==> src/rtl/alog_frame_tx.sv <==
// alog_frame_tx: buffers (ch2, ch3, ref) sample triplets in a small FIFO and
// presents one triplet per frame to the adaptive filter, framed by head_flag.
// Optional build macro: ALOG_TX_STATS_EN adds frame_cnt / underrun_cnt outputs.
// Ports:
//   clk, rst            clock, synchronous active-high reset
//   tx_en               start frames when data is available (sampled in IDLE)
//   in_valid, in_ready  upstream triplet handshake (in_ready = FIFO not full)
//   in_ch2/ch3/ref      incoming samples
//   buffer_2/3, reff    registered samples to the filter
//   head_flag           registered frame strobe
//   busy                frame or gap in progress
//   underrun            1-cycle pulse: gap ended with tx_en=1 and FIFO empty
module alog_frame_tx #(
   parameter int DW        = 14,
   parameter int DEPTH     = 4,
   parameter int FRAME_LEN = 52,
   parameter int GAP_LEN   = 4
) (
   input  logic          clk,
   input  logic          rst,
   input  logic          tx_en,
   input  logic          in_valid,
   output logic          in_ready,
   input  logic [DW-1:0] in_ch2,
   input  logic [DW-1:0] in_ch3,
   input  logic [DW-1:0] in_ref,
   output logic [DW-1:0] buffer_2,
   output logic [DW-1:0] buffer_3,
   output logic [DW-1:0] reff,
   output logic          head_flag,
   output logic          busy,
   output logic          underrun
`ifdef ALOG_TX_STATS_EN
   ,
   output logic [15:0]   frame_cnt,
   output logic [15:0]   underrun_cnt
`endif
);

   localparam int AW   = $clog2(DEPTH);
   localparam int MAXL = (FRAME_LEN > GAP_LEN) ? FRAME_LEN : GAP_LEN;
   localparam int CW   = (MAXL > 1) ? $clog2(MAXL) : 1;

   localparam logic [CW-1:0] HEAD_LAST = CW'(FRAME_LEN - 1);
   localparam logic [CW-1:0] GAP_LAST  = CW'(GAP_LEN - 1);
   localparam logic [AW:0]   FULL_CNT  = (AW+1)'(DEPTH);

   typedef enum logic [1:0] {IDLE, HEAD, GAP} state_t;

   state_t          state;
   logic [CW-1:0]   cnt;
   logic [3*DW-1:0] mem [DEPTH];
   logic [AW-1:0]   wr_ptr;
   logic [AW-1:0]   rd_ptr;
   logic [AW:0]     fifo_cnt;
   logic            push;
   logic            pop;
   logic            empty;

   assign in_ready = (fifo_cnt != FULL_CNT);
   assign empty    = (fifo_cnt == '0);
   assign push     = in_valid & in_ready;
   assign pop      = (state == IDLE) & tx_en & ~empty;
   assign busy     = (state != IDLE);

   // Storage has no reset; emptiness is defined by the pointers/count.
   always_ff @(posedge clk) begin
      if (push)
         mem[wr_ptr] <= {in_ch2, in_ch3, in_ref};
   end

   always_ff @(posedge clk) begin
      if (rst) begin
         wr_ptr   <= '0;
         rd_ptr   <= '0;
         fifo_cnt <= '0;
      end else begin
         if (push)
            wr_ptr <= wr_ptr + 1'b1;
         if (pop)
            rd_ptr <= rd_ptr + 1'b1;
         if (push && !pop)
            fifo_cnt <= fifo_cnt + 1'b1;
         else if (pop && !push)
            fifo_cnt <= fifo_cnt - 1'b1;
      end
   end

   always_ff @(posedge clk) begin
      if (rst) begin
         state     <= IDLE;
         cnt       <= '0;
         head_flag <= 1'b0;
         buffer_2  <= '0;
         buffer_3  <= '0;
         reff      <= '0;
         underrun  <= 1'b0;
      end else begin
         underrun <= 1'b0;
         case (state)
            IDLE: begin
               if (pop) begin
                  {buffer_2, buffer_3, reff} <= mem[rd_ptr];
                  head_flag <= 1'b1;
                  cnt       <= '0;
                  state     <= HEAD;
               end
            end
            HEAD: begin
               if (cnt == HEAD_LAST) begin
                  head_flag <= 1'b0;
                  cnt       <= '0;
                  state     <= GAP;
               end else begin
                  cnt <= cnt + 1'b1;
               end
            end
            GAP: begin
               if (cnt == GAP_LAST) begin
                  cnt      <= '0;
                  state    <= IDLE;
                  // FIFO state before this edge decides the underrun.
                  underrun <= tx_en & empty;
               end else begin
                  cnt <= cnt + 1'b1;
               end
            end
            default: begin
               state     <= IDLE;
               head_flag <= 1'b0;
               cnt       <= '0;
            end
         endcase
      end
   end

`ifdef ALOG_TX_STATS_EN
   always_ff @(posedge clk) begin
      if (rst) begin
         frame_cnt    <= '0;
         underrun_cnt <= '0;
      end else begin
         if (pop && frame_cnt != 16'hFFFF)
            frame_cnt <= frame_cnt + 1'b1;
         if (underrun && underrun_cnt != 16'hFFFF)
            underrun_cnt <= underrun_cnt + 1'b1;
      end
   end
`endif

endmodule

==> config.mk <==
export PLATFORM = sky130hd
export DESIGN_NAME = alog_frame_tx
export DESIGN_NICKNAME = d
export VERILOG_FILES = /design/src/rtl/alog_frame_tx.sv
export SDC_FILE = /design/constraint.sdc
export NUM_CORES = 1
export LEC_CHECK = 0
export CORE_MARGIN = 3
export CORE_UTILIZATION = 30
export DETAILED_ROUTE_END_ITERATION = 8
export RECOVER_POWER = 25
export SYNTH_ARGS = -nofsm -noshare
export SYNTH_HDL_FRONTEND = slang
export SYNTH_SLANG_ARGS = --single-unit
==> constraint.sdc <==
create_clock -name clk -period 3.1 [get_ports clk]
set_clock_uncertainty 0.05 [all_clocks]
set_input_delay 0.93 -clock clk [delete_from_list [all_inputs] [get_ports clk]]
set_output_delay 0.93 -clock clk [all_outputs]
set_load 0.02 [all_outputs]
Yosys cells after proc, flatten, opt, wreduce, memory -nomap -nowiden

Memories as Yosys holds them, arrays and structs flattened. A register that Yosys moved wholly into a read port is not among the register bits.
Index checks and enable logic that the tools add are counted.

Bits in registers: 17
Bits in writable memories: 168
Input port bits: 46
Logic and storage cells: 55
Memories: 1

Memories:

| memory | depth | bits a word | rd ports | clocked after Yosys merged registers in | write ports | line | source |
|---|---|---|---|---|---|---|---|
| mem    | 4     | 42          | 1        | 1                                       | 1           | 52   | `logic [3*DW-1:0] mem [DEPTH];` |

Add/subtract/negate cells: 5
Eq/ne operators: 8
Multiplexer cells: 15
Bitwise gates (word level): 7
Reductions and logical operators: 12

Operator list:

| cell                                                               | number |
|---|---|
| 6-bit two-way mux                                                  | 3 |
| 6-bit case mux with 3 select lines                                 | 1 |
| 6-bit by 1-bit adder with 6-bit output, second input constant      | 1 |
| 6-bit by 2-bit == test with 1-bit output, second input constant    | 1 |
| 6-bit == test, second input constant                               | 1 |
| 2-bit two-way mux                                                  | 3 |
| 3-bit two-way mux                                                  | 2 |
| 2-bit != test, second input constant                               | 3 |
| 2-bit case mux with 3 select lines                                 | 1 |
| 3-bit AND reduction                                                | 2 |
| 2-bit by 1-bit adder with 2-bit output, second input constant      | 2 |
| 1-bit AND                                                          | 4 |
| 1-bit two-way mux                                                  | 4 |
| 2-bit nonzero test                                                 | 2 |
| 3-bit by 1-bit adder with 3-bit output, second input constant      | 1 |
| 3-bit zero test                                                    | 1 |
| 3-bit != test, second input constant                               | 1 |
| 1-bit inverter                                                     | 3 |
| 1-bit case mux with 3 select lines                                 | 1 |
| 3-bit OR reduction                                                 | 1 |
| 3-bit by 1-bit subtractor with 3-bit output, second input constant | 1 |
| 2-bit by 1-bit == test with 1-bit output, second input constant    | 1 |
| 2-bit == test, second input constant                               | 1 |
| 1-bit logical AND                                                  | 2 |
| 3 further kinds                                                    | 4 |

Logic depth before layout (Yosys ltp)

Gate-level depths: netlist of run 1.

Depth after elaboration: 6
Depth in mapped cells: 13

Worst setup path before layout of run 1

Ideal clock, no wire load.

Path type: input port to flip-flop
Start point: in in_valid
End point: mem mem[1][0] in the netlist's numbering (enable)
Setup time: 403 ps
Arrival: 2,389 ps
Data required time: 2,647 ps
Setup slack: 258 ps
Stages on the path: 2
Path buffers: 0
Cell sequence: a21boi_1 -> and2_1

Word-level cells in the longest chain between the ends: 3

RTL lines:

| element                                 | line | source |
|---|---|---|
| start: declaration                      | 22   | `input logic in_valid,` |
| 1-bit AND                               | 62   | `assign push = in_valid & in_ready;` |
| 1-bit two-way mux                       | 68   | `if (push)` |
| 1-bit two-way mux (not written as such) | 69   | `mem[wr_ptr] <= {in_ch2, in_ch3, in_ref};` |
| end: declaration                        | 52   |  |

Every way passes these cells.

Worst setup path in the final report of run 1

Start point: reg state[0]
End point: out busy

Word-level cells in the longest chain between the ends: 1

RTL lines:

| element                  | line | source |
|---|---|---|
| start: declaration       | 50   | `state_t state;` |
| start signal: assignment | 91   | `state <= IDLE;` |
| start signal: assignment | 106  | `state <= HEAD;` |
| start signal: assignment | 113  | `state <= GAP;` |
| 2-bit nonzero test       | 64   | `assign busy = (state != IDLE);` |
| end: declaration         | 31   | `output logic busy,` |

Every way passes these cells.

==> impl_results.md, run 1 <==
- Number of global-route vias before repair: 4913
- Setup TNS: 0 ns
- F_max: 0.3425 GHz
- Max Fanout on Critical Path: 8
- Std-Cell Rows: 60
- Flops & latches, synth: 227
- Worst Hold Class: flip-flop to flip-flop
- H-tree depth: 1
- Worst Setup Start Kind: flip-flop
- Pin count of the biggest net entering global routing: 45
- Slew Viols, Final: 0
- Worst Max-Slew Pin Slew: 0.6086 ns
- Nets: 668
- Worst Setup End Kind: output pin
- Clock buffer count from CTS: 23
- CP Data Required Time: 2.12 ns
- Core region area: 0.02733 mm2
- Final ANT Viol Nets: 0
- Number of library cell types mapped by synthesis: 37
- Post-synthesis sequential area ratio: 73.72%
- Synthesis-to-finish area growth: 25.48%
- Synth Instances: 506
- Root Buffer: clkbuf_16
- DR pass1 iterations: 4
- Syn nets: 563
- Share of layout cells above drive strength 1: 17.04%
- First DRT Iteration DRCs: 337
- Post-Synthesis Mean Instance Area: 16.69 um2
- Fin util: 38.78%
- I/O pin total: 92
- First-pass GRT wire length: 27460 um
- Die area: 0.03020 mm2
- Commonest cells after routing, fill and taps aside: edfxtp_1, nand2_1, clkdlybuf4s50_1
- Total gr overflow: 0
- WP data arrival: 1.94 ns
- Worst-Skew Late Latency: 0.50 ns
- DRC Markers: 0
- GP Congestion: 0.7715
- Via/cell ratio: 4.554
- CTS tree: yes
- Antenna violations before repair: 3
- Clock buffer depth: 3
- Postcts setup bufs: 0
- Top cell type's share of synthesized area: 59.73%
- # clock sinks: 227
- Mapped cell area: 0.008446 mm2
- Commonest non-fill, non-tap cell in the layout: edfxtp_1
- Max_cap viols: 0
- RSZ-0062 raised after global routing: no
- # setup viols final: 0
- Synth warn: 0
- CTS Hold Buffers Added: 0
- Post-cts resize count: 0
- Final min period: 2.919 ns
- Die Width: 173.8 um
- Fin. Hold Viols: 0
- DP Wirelength: 10880 um
- Tcrit/Tclk final: 94.17%
- Setup CP Type: flip-flop to output pin
- Pwr/cell area: 844.7 mW/mm2
- Area leader, netlist: edfxtp_1
- DRT Wirelength: 17480 um
- Clock-pin transition on the worst setup and hold timing paths: 0.06 ns
- P_leak: 3.401 nW
- Run status: finished clean
- WL per Instance: 17.46 um
- Max-slew headroom: 59.43%
- Initial Utilization: 30.91%
- Overall routing resource usage: 11.49%
- Hold_ws: 0.4022 ns
- Via count: 4559
- Ranking of synthesized cells by area: edfxtp_1, dfxtp_1, mux4_2
- Port bufs: 91
- VDD IR-drop max: 279.6 uV
- Die Ht: 173.8 um
==> stage by stage <==
step	instances	setup WS, ns	power (mW)	area, um2
CTS	1000	0.1493	9.120	10600
floorplan	506	0.2575	5.584	8446
global route	1000	0.04928	9.473	10600
global placement	958	0.1496	6.435	9881
detailed placement	958	0.07607	6.529	9881
finish	1001	0.1807	8.952	10600
==> synth_stat cells <==
cell / number
a211oi_1: 4
a21boi_1: 2
a21oi_1: 46
a221oi_1: 2
and2_1: 5
and4_1: 1
buf_1: 4
buf_2: 8
buf_4: 4
clkbuf_1: 10
dfxtp_1: 59
edfxtp_1: 168
fa_1: 1
ha_1: 10
inv_1: 6
inv_2: 1
mux2i_1: 4
mux4_2: 42
nand2_1: 91
nand2b_1: 4
nand3_1: 2
nand4b_1: 1
nor2_1: 7
nor3_1: 1
nor3_2: 1
nor4_1: 1
o21a_1: 1
o21ai_0: 2
o21ai_2: 1
o311a_1: 1
o31a_1: 1
o31ai_1: 1
o31ai_2: 1
or3_1: 3
or3b_4: 1
xnor2_1: 6
xor2_1: 3
==> report_power, final <==
group	internal (mW)	leakage [nW]	total, mW	switching (mW)
Clock	1.48	0.358	2.56	1.07
Combinational	1.10	1.02	2.38	1.28
Sequential	3.74	2.02	4.02	0.281
Total	6.32	3.40	8.95	2.63
==> logic make-up after synthesis <==
| kind of cell | Yosys count | share of synthesized area [%] |
|---|---|---|
| AO/OA/AOI/OAI | 62 | 4.237 |
| XOR/XNOR | 9 | 0.9334 |
| adder cells (fa/ha/maj) | 11 | 1.719 |
| buffers and inverters | 33 | 1.763 |
| flip-flops | 227 | 73.72 |
| multiplexers | 46 | 11.67 |
| AND/OR/NAND/NOR | 118 | 5.956 |
==> flip-flops by register name (all words and copies together), names as in the netlist <==
signal     cells
buffer_2      14
buffer_3      14
cnt            6
fifo_cnt       3
head_flag      1
mem          168
rd_ptr         2
reff          14
state          2
underrun       1
wr_ptr         2
==> worst max-delay path: stages, from the launching register on <==
cell             delay, ns
dfxtp_1               0.36
inv_1                 0.09
ha_1                  0.32
inv_1                 0.08
clkdlybuf4s50_1       0.60
==> area by class of cell <==
type | instances | area [um2]
clock inverter | 11 | 58.81
antenna | 1 | 2.502
sequential | 227 | 6231
clock buffer | 31 | 655.6
fill | 2538 | 16730
tap | 372 | 465.4
timing repair buffer | 106 | 1081
inverter | 7 | 26.28
multi-input combinational | 246 | 2077
==> per-layer routing <==
metal / share of wire (%) / track usage, % / routed length [um]
met1: 43 / 14.91 / 7513
met2: 50 / 19.48 / 8741
met3: 5.7 / 3.022 / 988
met4: 1.2 / 2.413 / 213
met5: 0.12 / 0 / 21
==> path summary, 6_finish.rpt <==
path / startpoint / to / slack, ns / depth (start not counted)
max: state[0]$_SDFFE_PP0P_ / busy / 0.18 / 4
min reg2reg: buffer_3[4]$_SDFFE_PP0P_ / buffer_3[4]$_SDFFE_PP0P_ / 0.40 / 2
min: buffer_3[4]$_SDFFE_PP0P_ / buffer_3[4]$_SDFFE_PP0P_ / 0.40 / 2
max reg2reg: state[0]$_SDFFE_PP0P_ / fifo_cnt[2]$_SDFFE_PP0P_ / 0.70 / 10
(Power assumes the default switching activity.)
==> run 2, diff against run 1 <==
--- a/config.mk
+++ b/config.mk
@@ -5,10 +5,12 @@
 export SDC_FILE = /design/constraint.sdc
 export NUM_CORES = 1
 export LEC_CHECK = 0
+export CAP_MARGIN = 20
 export CORE_MARGIN = 3
 export CORE_UTILIZATION = 30
 export DETAILED_ROUTE_END_ITERATION = 8
 export RECOVER_POWER = 25
+export REMOVE_ABC_BUFFERS = 1
 export SYNTH_ARGS = -nofsm -noshare
 export SYNTH_HDL_FRONTEND = slang
 export SYNTH_SLANG_ARGS = --single-unit
==> run 2 against run 1 <==
Via count grew 0.72%. Wire length down 0.16%. Combinational power is essentially flat. Fmax grew 0.31%. Clock power rose by 12%. Register-to-register slack gained 0.02 ns. Sequential share of layout area down 0.59 points. Die area unchanged. Worst setup slack improved by 0.0090 ns. Design area up 1.0%. Worst hold slack better by 0.0036 ns. Final cell count rose by 0.30%. Critical endpoint unchanged. Largest cell class unchanged.
==> impl_results.md, run 2 (synthesis results as in run 1) <==
- Worst Hold Class: flip-flop to flip-flop
- Max-slew headroom: 61.43% (+2.0 points)
- WL per Instance: 17.38 um (-0.46%)
- DP Wirelength: 10690 um (-1.7%)
- Root Buffer: clkbuf_16
- Core region area: 0.02733 mm2 (unchanged)
- Fillers: 2563 (+0.99%)
- Worst Max-Slew Pin Slew: 0.5785 ns (-0.03007 ns)
- Final ANT Viol Nets: 0 (unchanged)
- Critical path cell sequence: inv_1 -> ha_1 -> inv_1 -> clkdlybuf4s50_1
- Tcrit/Tclk final: 93.88% (-0.29 points)
- CP Data Required Time: 2.12 ns (about the same)
- F_max: 0.3436 GHz (+0.31%)
- Ant diodes: 0 (-1)
- Run status: finished clean
- Critical Path Max Stage Delay: 0.60 ns (about the same)
- Antenna violations before repair: 1 (-2)
- DRC Markers: 0 (unchanged)
- VDD IR-drop max: 299.1 uV (+7.0%)
- Post-cts resize count: 0 (unchanged)
- H-tree depth: 1 (unchanged)
- Worst Setup Start Kind: flip-flop
- Overall routing resource usage: 11.65% (+0.17 points)
- First-pass GRT wire length: 28000 um (+2.0%)
- Total gr overflow: 0 (unchanged)
- Pin count of the biggest net entering global routing: 45 (unchanged)
- WP data arrival: 1.93 ns (about the same)
- DR pass1 iterations: 4 (unchanged)
- GP Congestion: 0.6863 (-11%)
- Worst-Skew Late Latency: 0.51 ns (about the same)
- DRT Wirelength: 17450 um (-0.16%)
- Final worst setup slack: 0.1897 ns (+0.008955 ns)
- Number of global-route vias before repair: 5046 (+2.7%)
- Nets: 670 (+0.30%)
- Post-DP Area: 0.009893 mm2 (+0.13%)
- Share of layout cells above drive strength 1: 17.09% (+0.050 points)
- Via count: 4592 (+0.72%)
- Die area: 0.03020 mm2 (unchanged)
- Reg power frac: 43.7% (-1.2 points)
- Final min period: 2.910 ns (-0.008955 ns)
- Most flop-heavy register: mem
- Combinational power share: 25.4% (-1.2 points)
- Slowest cell on the critical path: clkdlybuf4s50_1
- Clock buffer depth: 3 (unchanged)
- CTS tree: yes
- Layout Cells excl Fill: 1004 (+0.30%)
- I/O pin total: 92 (unchanged)
- Std-Cell Rows: 60 (unchanged)
- # setup viols final: 0 (unchanged)
- P_leak: 3.447 nW (+1.4%)
- Worst Setup End Kind: output pin
- CTS Hold Buffers Added: 0 (unchanged)
- Worst slack, placed: 0.05114 ns (-0.02493 ns)
- First DRT Iteration DRCs: 239 (-29%)
- Max Fanout on Critical Path: 8 (unchanged)
- Die Width: 173.8 um (unchanged)
- Max_cap viols: 0 (unchanged)
- Switching Share: 28.90% (-0.53 points)
- Commonest cells after routing, fill and taps aside: edfxtp_1, nand2_1, clkdlybuf4s50_1
- RSZ-0062 raised after global routing: no
- Initial Utilization: 30.91% (unchanged)
- # clock sinks: 227 (unchanged)
- Fin area: 0.01071 mm2 (+1.0%)
- Clock buffer count from CTS: 25 (+8.7%)
- Pwr/cell area: 863.1 mW/mm2 (+2.2%)
- Internal power: 6.569 mW (+4.0%)
- Port bufs: 91 (unchanged)
- Setup CP Type: flip-flop to output pin
- Max reg flops: 168 (unchanged)
- Commonest non-fill, non-tap cell in the layout: edfxtp_1
- Die Ht: 173.8 um (unchanged)
- Clk pwr share: 30.9% (+2.4 points)
- P_sw: 2.670 mW (+1.4%)
- Most frequent CP cell: inv_1
- Slew Viols, Final: 0 (unchanged)
- Via/cell ratio: 4.574 (+0.42%)
- Synthesis-to-finish area growth: 26.76%
- Clock-pin transition on the worst setup and hold timing paths: 0.06 ns (about the same)
- Dpl cells: 958 (unchanged)
- Fin. Hold Viols: 0 (unchanged)
- Postcts setup bufs: 0 (unchanged)
run 2: cell count changes in the layout (fill, tap and decap cells not counted):
cell	previous run	this run
diode_2	1	0
clkinv_4	0	3
bufinv_16	0	2
buf_12	5	6
clkbuf_1	3	7
clkbuf_16	23	25
clkinv_2	7	4
clkbuf_8	5	3
clkinv_1	2	1
buf_4	10	9
clkinvlp_4	1	0
run 2: layout make-up:
| class | instances | area (um2) | area share, % |
|---|---|---|---|
| clock buffer | 35 | 693.2 | 6.475 |
| clock inverter | 11 | 118.9 | 1.110 |
| inverter | 7 | 26.28 | 0.2454 |
| multi-input combinational | 246 | 2077 | 19.40 |
| sequential | 227 | 6231 | 58.20 |
| tap | 372 | 465.4 | 4.348 |
| timing repair buffer | 106 | 1094 | 10.22 |
run 2: final timing paths:
path / startpoint / end / slack (ns) / depth (start not counted)
max: state[0]$_SDFFE_PP0P_ / busy / 0.19 / 4
max reg2reg: state[0]$_SDFFE_PP0P_ / fifo_cnt[2]$_SDFFE_PP0P_ / 0.72 / 10
min: buffer_3[4]$_SDFFE_PP0P_ / buffer_3[4]$_SDFFE_PP0P_ / 0.41 / 2
min reg2reg: buffer_3[4]$_SDFFE_PP0P_ / buffer_3[4]$_SDFFE_PP0P_ / 0.41 / 2
run 2: worst max-delay path, delay by kind of cell, from the launching register on:
| kind | cells | cell delay [ns] |
|---|---|---|
| buffers and inverters | 3 | 0.77 |
| flip-flops | 1 | 0.36 |
| adder cells (fa/ha/maj) | 1 | 0.30 |
run 2: through the flow:
step                total power, mW  TNS, ns  hold WS (ns)  util [%]
detailed placement            6.522        0        0.3982     36.20
global placement              6.434        0        0.4006     36.20
global route                  9.751        0        0.4286     39.18
finish                        9.239        0        0.4059     39.18
CTS                           9.419        0        0.4076     39.18
floorplan                     5.512  -0.7068        0.4010         -
run 2: metal layers:
layer	track usage, %	vias up	wire (um)
li1	-	2137	-
met4	2.882	2	316
met2	20.90	96	8908
met5	0	-	7
met1	14.25	2330	7407
met3	2.606	27	809
run 2: power by group through the flow:
| stage | combinational, mW | clock (mW) | sequential (mW) |
|---|---|---|---|
| after detailed placement | 2.41 | 0 | 4.11 |
| after floorplan | 1.24 | 0 | 4.27 |
| final | 2.35 | 2.86 | 4.03 |
| after global routing | 2.58 | 3.06 | 4.10 |
| after global placement | 2.35 | 0 | 4.08 |
| after CTS | 2.42 | 2.94 | 4.05 |
